--- src/rtl/riscv_tb_pkg.sv ---
// Shared types and instruction encodings for the RISC-V run controller.
package riscv_tb_pkg;

    typedef enum logic [2:0] {
        IDLE,
        RST_HOLD,
        RUN,
        HALTED,
        TIMEOUT
    } run_state_t;

    localparam logic [31:0] INSN_ECALL    = 32'h00000073;
    localparam logic [31:0] INSN_JAL_SELF = 32'h0000006F;

endpackage

--- src/rtl/trace_ring_buffer.sv ---
// Circular trace store: wrapping write pointer, saturating valid count,
// registered read indexed back from the newest entry.
module trace_ring_buffer #(
    parameter int unsigned W     = 96,
    parameter int unsigned DEPTH = 16
) (
    input  logic                     clk,
    input  logic                     rst_n,
    input  logic                     clr,
    input  logic                     wr_en,
    input  logic [W-1:0]             wr_data,
    input  logic [$clog2(DEPTH)-1:0] rd_idx,
    output logic [W-1:0]             rd_data,
    output logic [$clog2(DEPTH):0]   valid
);

    localparam int unsigned PTR_W = $clog2(DEPTH);
    localparam int unsigned VAL_W = PTR_W + 1;

    logic [W-1:0]     mem [DEPTH];
    logic [PTR_W-1:0] wr_ptr;
    logic [PTR_W-1:0] rd_ptr;

    // Newest entry sits just behind the write pointer.
    assign rd_ptr = wr_ptr - PTR_W'(1) - rd_idx;

    always_ff @(posedge clk or negedge rst_n) begin
        if (!rst_n) begin
            wr_ptr  <= '0;
            valid   <= '0;
            rd_data <= '0;
        end else begin
            rd_data <= ({1'b0, rd_idx} < valid) ? mem[rd_ptr] : '0;
            if (clr) begin
                wr_ptr <= '0;
                valid  <= '0;
            end else if (wr_en) begin
                wr_ptr <= wr_ptr + PTR_W'(1);
                if (valid != VAL_W'(DEPTH)) begin
                    valid <= valid + VAL_W'(1);
                end
            end
        end
    end

    // Storage needs no reset; the valid count masks stale entries.
    always_ff @(posedge clk) begin
        if (wr_en && !clr) begin
            mem[wr_ptr] <= wr_data;
        end
    end

endmodule

--- src/rtl/riscv_run_controller.sv ---
// Core run controller: reset sequencing, halt/timeout detection, run counters
// and a trace of recently retired instructions.
module riscv_run_controller
    import riscv_tb_pkg::*;
#(
    parameter int unsigned XLEN           = 64,
    parameter int unsigned CNT_W          = 32,
    parameter int unsigned RST_CYCLES     = 2,
    parameter int unsigned TIMEOUT_CYCLES = 1000,
    parameter int unsigned TRACE_DEPTH    = 16,
    parameter logic [31:0] HALT_INSN      = INSN_ECALL,
    parameter bit          LOOP_HALT      = 1'b1
) (
    input  logic                           clk,
    input  logic                           reset,
    input  logic                           start,
    input  logic                           soft_rst_req,
    input  logic [XLEN-1:0]                core_pc,
    input  logic [31:0]                    core_instr,
    input  logic                           core_retire,
    output logic                           core_reset,
    output logic                           running,
    output logic                           halted,
    output logic                           timed_out,
    output logic [XLEN-1:0]                halt_pc,
    output logic [CNT_W-1:0]               cycle_count,
    output logic [CNT_W-1:0]               retired_count,
    input  logic [$clog2(TRACE_DEPTH)-1:0] trace_rd_idx,
    output logic [XLEN-1:0]                trace_rd_pc,
    output logic [31:0]                    trace_rd_instr,
    output logic [$clog2(TRACE_DEPTH):0]   trace_valid
);

    localparam int unsigned HOLD_W = (RST_CYCLES > 1) ? $clog2(RST_CYCLES) : 1;
    localparam int unsigned TW     = XLEN + 32;

    run_state_t        state;
    logic [HOLD_W-1:0] hold_cnt;
    logic [XLEN-1:0]   last_pc;
    logic              halt_det;
    logic              timeout_det;
    logic              restart;
    logic              trace_wr;
    logic [TW-1:0]     trace_rd_data;

    // Halt/timeout detection and restart decode for the current cycle.
    always_comb begin
        halt_det    = 1'b0;
        timeout_det = 1'b0;
        restart     = 1'b0;
        halt_det    = core_retire && ((core_instr == HALT_INSN) ||
                      (LOOP_HALT && (retired_count != '0) && (core_pc == last_pc)));
        timeout_det = (TIMEOUT_CYCLES != 0) &&
                      (cycle_count == CNT_W'(TIMEOUT_CYCLES - 1)) && !halt_det;
        restart     = (soft_rst_req && (state != IDLE)) ||
                      (start && ((state == IDLE) || (state == HALTED) || (state == TIMEOUT)));
    end

    assign trace_wr = (state == RUN) && core_retire;

    always_ff @(posedge clk or negedge reset) begin
        if (!reset) begin
            state         <= IDLE;
            core_reset    <= 1'b1;
            running       <= 1'b0;
            halted        <= 1'b0;
            timed_out     <= 1'b0;
            halt_pc       <= '0;
            cycle_count   <= '0;
            retired_count <= '0;
            last_pc       <= '0;
            hold_cnt      <= '0;
        end else if (restart) begin
            state         <= RST_HOLD;
            core_reset    <= 1'b1;
            running       <= 1'b0;
            halted        <= 1'b0;
            timed_out     <= 1'b0;
            halt_pc       <= '0;
            cycle_count   <= '0;
            retired_count <= '0;
            hold_cnt      <= '0;
        end else begin
            case (state)
                RST_HOLD: begin
                    if (hold_cnt == HOLD_W'(RST_CYCLES - 1)) begin
                        state      <= RUN;
                        core_reset <= 1'b0;
                        running    <= 1'b1;
                    end else begin
                        hold_cnt <= hold_cnt + HOLD_W'(1);
                    end
                end
                RUN: begin
                    if (cycle_count != '1) begin
                        cycle_count <= cycle_count + CNT_W'(1);
                    end
                    if (core_retire) begin
                        last_pc <= core_pc;
                        if (retired_count != '1) begin
                            retired_count <= retired_count + CNT_W'(1);
                        end
                    end
                    if (halt_det) begin
                        state      <= HALTED;
                        halted     <= 1'b1;
                        running    <= 1'b0;
                        core_reset <= 1'b1;
                        halt_pc    <= core_pc;
                    end else if (timeout_det) begin
                        state      <= TIMEOUT;
                        timed_out  <= 1'b1;
                        running    <= 1'b0;
                        core_reset <= 1'b1;
                    end
                end
                default: ;
            endcase
        end
    end

    trace_ring_buffer #(
        .W     (TW),
        .DEPTH (TRACE_DEPTH)
    ) u_trace (
        .clk     (clk),
        .rst_n   (reset),
        .clr     (restart),
        .wr_en   (trace_wr),
        .wr_data ({core_pc, core_instr}),
        .rd_idx  (trace_rd_idx),
        .rd_data (trace_rd_data),
        .valid   (trace_valid)
    );

    assign trace_rd_pc    = trace_rd_data[TW-1:32];
    assign trace_rd_instr = trace_rd_data[31:0];

endmodule

--- config.mk ---
export PLATFORM = sky130hd
export DESIGN_NAME = riscv_run_controller
export DESIGN_NICKNAME = d
export VERILOG_FILES = /design/src/rtl/riscv_tb_pkg.sv /design/src/rtl/trace_ring_buffer.sv /design/src/rtl/riscv_run_controller.sv
export SDC_FILE = /design/constraint.sdc
export NUM_CORES = 2
export LEC_CHECK = 0
export CAP_MARGIN = 30
export CELL_PAD_IN_SITES_DETAIL_PLACEMENT = 1
export CELL_PAD_IN_SITES_GLOBAL_PLACEMENT = 2
export CORE_UTILIZATION = 38
export CTS_CLUSTER_DIAMETER = 30
export CTS_CLUSTER_SIZE = 12
export DETAILED_ROUTE_END_ITERATION = 10
export GPL_TIMING_DRIVEN = 0
export PLACE_DENSITY = 0.77
export SYNTH_ARGS = -nofsm -noshare
export SYNTH_HDL_FRONTEND = slang
export SYNTH_SLANG_ARGS = --single-unit
--- constraint.sdc ---
create_clock -name clk -period 10.7 [get_ports clk]
set_input_delay 2.14 -clock clk [delete_from_list [all_inputs] [get_ports clk]]
set_output_delay 2.14 -clock clk [all_outputs]
set_load 0.01 [all_outputs]
==> flow_summary.json <==
{
  "status": "completed",
  "rows": 158,
  "overflow": 0,
  "p_switching_mw": 5.00,
  "cts_resized": 0,
  "die-height_um": 434,
  "first_pass_iters": 5,
  "irDropWorstVdd_v": 0.000151,
  "report.final.hold_viol_count": 0,
  "cp.required_ps": 11450,
  "ys_warn_count": 0,
  "initial_core_util_pct": 38.3,
  "p_leak_nw": 32.2,
  "timing.critical_path.mode_cell": "clkbuf_1",
  "reg2reg_slack_ps": 5500,
  "clk_path_buf_depth": 4,
  "root_buffer": "clkbuf_16",
  "drc": 0,
  "numClockSinks": 1841,
  "holdCritStartpoint": "last_pc[28]$_DFFE_PN0P_",
  "whs_path_depth": 2,
  "mostFrequentLayoutCell": "edfxtp_1",
  "finalInstanceArea_sq_um": 92600,
  "maxCapViolations": 0,
  "crit_chain": "clkdlybuf4s50_1, inv_1, ha_1, fa_1, buf_2, clkbuf_1, buf_8, clkbuf_2, clkbuf_1, mux4_2, mux2i_1, a211oi_1",
  "synth_edf_count": 1536,
  "core_area_sq_um": 185000,
  "final_cell_mix": "1,536 x edfxtp_1, 409 x clkbuf_16, 384 x mux4_2",
  "end_kind": "flip-flop",
  "syn_to_final_growth_pct": 30.5,
  "pwr-share-comb_pct": 7.4,
  "hold_buffers": 0,
  "grt_first_pass_wirelength_mm": 296,
  "die_w_um": 434,
  "seq_power_share_pct": 36.3,
  "yosysSeqAreaShare_pct": 75.8,
  "switching_share_pct": 22.6,
  "antenna_found_initial": 18,
  "start_kind": "primary input",
  "yosysUniqueCellTypes": 58,
  "dp_slack_ps": 3470,
  "cts_buffers": 405,
  "setup_violations": 0,
  "pwr_density_cell_nw_per_um2": 239,
  "reg2regPathDepth": 10,
  "synth_adder_area_share_pct": 0.293,
  "hold_path_class": "reg -> reg",
  "path_class": "in -> reg",
  "syn_nets": 3700,
  "synth_mux_area_share_pct": 13.6,
  "ant_nets": 0,
  "synth-compound-area-share_pct": 3.36,
  "async_flop_share_pct": 16.6,
  "die_area_sq_um": 188000,
  "yosysTopAreaCell": "edfxtp_1",
  "dp_hpwl_mm": 122,
  "rsz0062_at_grt": "false",
  "syn-mean-instance-area_sq_um": 19.8,
  "via_per_inst": 5.39,
  "finalCritPeriodShare_pct": 60.2,
  "io_buffers": 337,
  "fin_skew_ps": 76.5,
  "syn_inst": 3579,
  "synth_xor_area_share_pct": 1.59,
  "grt_pass1_vias": 42900,
  "max_freq_mhz": 155,
  "post-cts-setup-buffer-count": 0,
  "vias": 38700,
  "track_usage_pct": 21.7,
  "crit_fanout": 10,
  "arrival_ps": 7190,
  "nets": 4505,
  "place_area_sq_um": 78800,
  "grt_max_degree": 89,
  "reg2reg_from": "u_trace.wr_ptr[0]$_DFFE_PN0P_",
  "worst_pin_slew_ps": 1070,
  "ys_ff_latch": 1841,
  "insertion_delay_ps": 930,
  "min_to": "last_pc[28]$_DFFE_PN0P_",
  "io_pins": 338,
  "synth_top_area_share_pct": 65.0,
  "synth_simple_gate_area_share_pct": 4.07,
  "cpPeakStageDelay_ps": 750,
  "yosys-top-cells-area": "edfxtp_1 65%, mux4_2 12%, dfrtp_1 11%",
  "wl_per_cell_um": 28.4,
  "period_needed_ps": 6440,
  "cp_slowest_cell": "a211oi_1",
  "p_int_mw": 17.1,
  "rr_endpoint": "u_trace.rd_data[1]$_DFF_PN0_",
  "synthFlopType": "edfxtp_1",
  "drive_above_1_share_pct": 25.2,
  "relSlewSlack_pct": 28.8,
  "drt-total-wl_mm": 204,
  "syn_area_sq_um": 70900,
  "timing.final.ws_setup_ps": 4260,
  "synth_top_family_by_area": "multiplexers",
  "routabilityCongestion": 0.762,
  "tritoncts": "built",
  "clkPwrFrac_pct": 56.4,
  "drt-initial-drc-count": 3139,
  "clk_pin_slew_ps": 50,
  "maxSlewViolCount": 0,
  "htreeDepth": 5
}
==> worst max path at each step <==
stage                          from                            end  slack (ps)  cells past startpoint
floorplan                     start    u_trace.mem[3][0]$_DFFE_PP_        1880                      4
global placement              reset  u_trace.rd_data[28]$_DFF_PN0_       -8280                      1
detailed placement       core_pc[8]        halt_pc[24]$_DFFE_PN0P_        3470                     10
CTS                      core_pc[8]        halt_pc[32]$_DFFE_PN0P_        4390                     10
global route        trace_rd_idx[0]   u_trace.rd_data[1]$_DFF_PN0_        4230                     12
finish              trace_rd_idx[0]   u_trace.rd_data[1]$_DFF_PN0_        4260                     12
==> cell type report <==
| class | instances | area, sq um |
|---|---|---|
| Tap cell | 2480 | 3100 |
| Sequential cell | 1841 | 53800 |
| Clock inverter | 262 | 3080 |
| Buffer | 198 | 853 |
| Antenna cell | 5 | 12.5 |
| Fill cell | 17100 | 92900 |
| Inverter | 22 | 82.6 |
| Timing Repair Buffer | 398 | 4720 |
| Multi-Input combinational cell | 1518 | 16400 |
| Clock buffer | 466 | 10600 |
==> sequential cells by signal, summed over array words and instances, names as in the netlist <==
name             count
core_reset           1
halt_pc             64
u_trace.valid        5
last_pc             64
retired_count       32
hold_cnt             1
halted               1
timed_out            1
running              1
u_trace.rd_data     96
cycle_count         32
state                3
u_trace.mem       1536
u_trace.wr_ptr       4
==> power by group through the flow <==
stage	combinational [mW]	sequential [mW]	clock (mW)
floorplan	0.898	8.14	0
CTS	1.66	8.01	12.6
global placement	1.57	8.14	0
global route	1.76	8.02	12.9
detailed placement	1.63	8.14	0
finish	1.63	8.01	12.5
==> per-layer routing <==
metal  wire length, um  GRT usage (%)  up-vias
li1                  -              -    16200
met1             80900           27.2    20600
met2            103000           36.5     1441
met3             14200           5.53      407
met4              6080           7.71       24
met5               163              0        -
==> through the flow <==
step / utilization (%) / TNS, ps / instances / power [mW] / hold slack [ps]
2_1_floorplan: - / 0 / 3579 / 9.03 / 456
3_3_place_gp: 41.7 / -3095520 / 6396 / 9.71 / 473
3_5_place_dp: 42.5 / 0 / 6451 / 9.77 / 484
4_1_cts: 49.8 / 0 / 7179 / 22.3 / 495
5_1_grt: 49.9 / 0 / 7186 / 22.7 / 509
6_report: 49.9 / 0 / 7190 / 22.1 / 491
==> synthesized netlist by cell type, types with 11 or more instances <==
| library cell | n |
|---|---|
| nor2b_1 | 98 |
| xnor2_1 | 40 |
| o21ai_0 | 12 |
| a21oi_1 | 17 |
| nand3_1 | 27 |
| dfrtp_1 | 304 |
| ha_1 | 15 |
| inv_1 | 22 |
| nor2_1 | 88 |
| a22o_1 | 63 |
| mux2i_1 | 99 |
| mux4_2 | 384 |
| clkbuf_1 | 124 |
| buf_2 | 53 |
| buf_1 | 17 |
| xor2_1 | 89 |
| a211oi_1 | 193 |
| and3_1 | 18 |
| nor3_1 | 14 |
| nand4_1 | 22 |
| edfxtp_1 | 1536 |
| nand2_1 | 228 |
| nor4_1 | 39 |
| and4_1 | 11 |
==> critical path: cells and delay by family <==
family,cells,cell delay [ps]
adder cells (fa/ha/maj),2,950
AO/OA/AOI/OAI,1,750
buffers and inverters,7,2880
multiplexers,2,420
==> kinds of logic (layout without fill, tap and decap cells) <==
kind of cell	count (synthesis)	count (layout)
multiplexers	483	483
buffers and inverters	220	1346
adder cells (fa/ha/maj)	16	16
flip-flops	1841	1841
other	0	5
XOR/XNOR	129	129
AO/OA/AOI/OAI	308	308
AND/OR/NAND/NOR	582	582
Power figures use the tool's default switching activity.
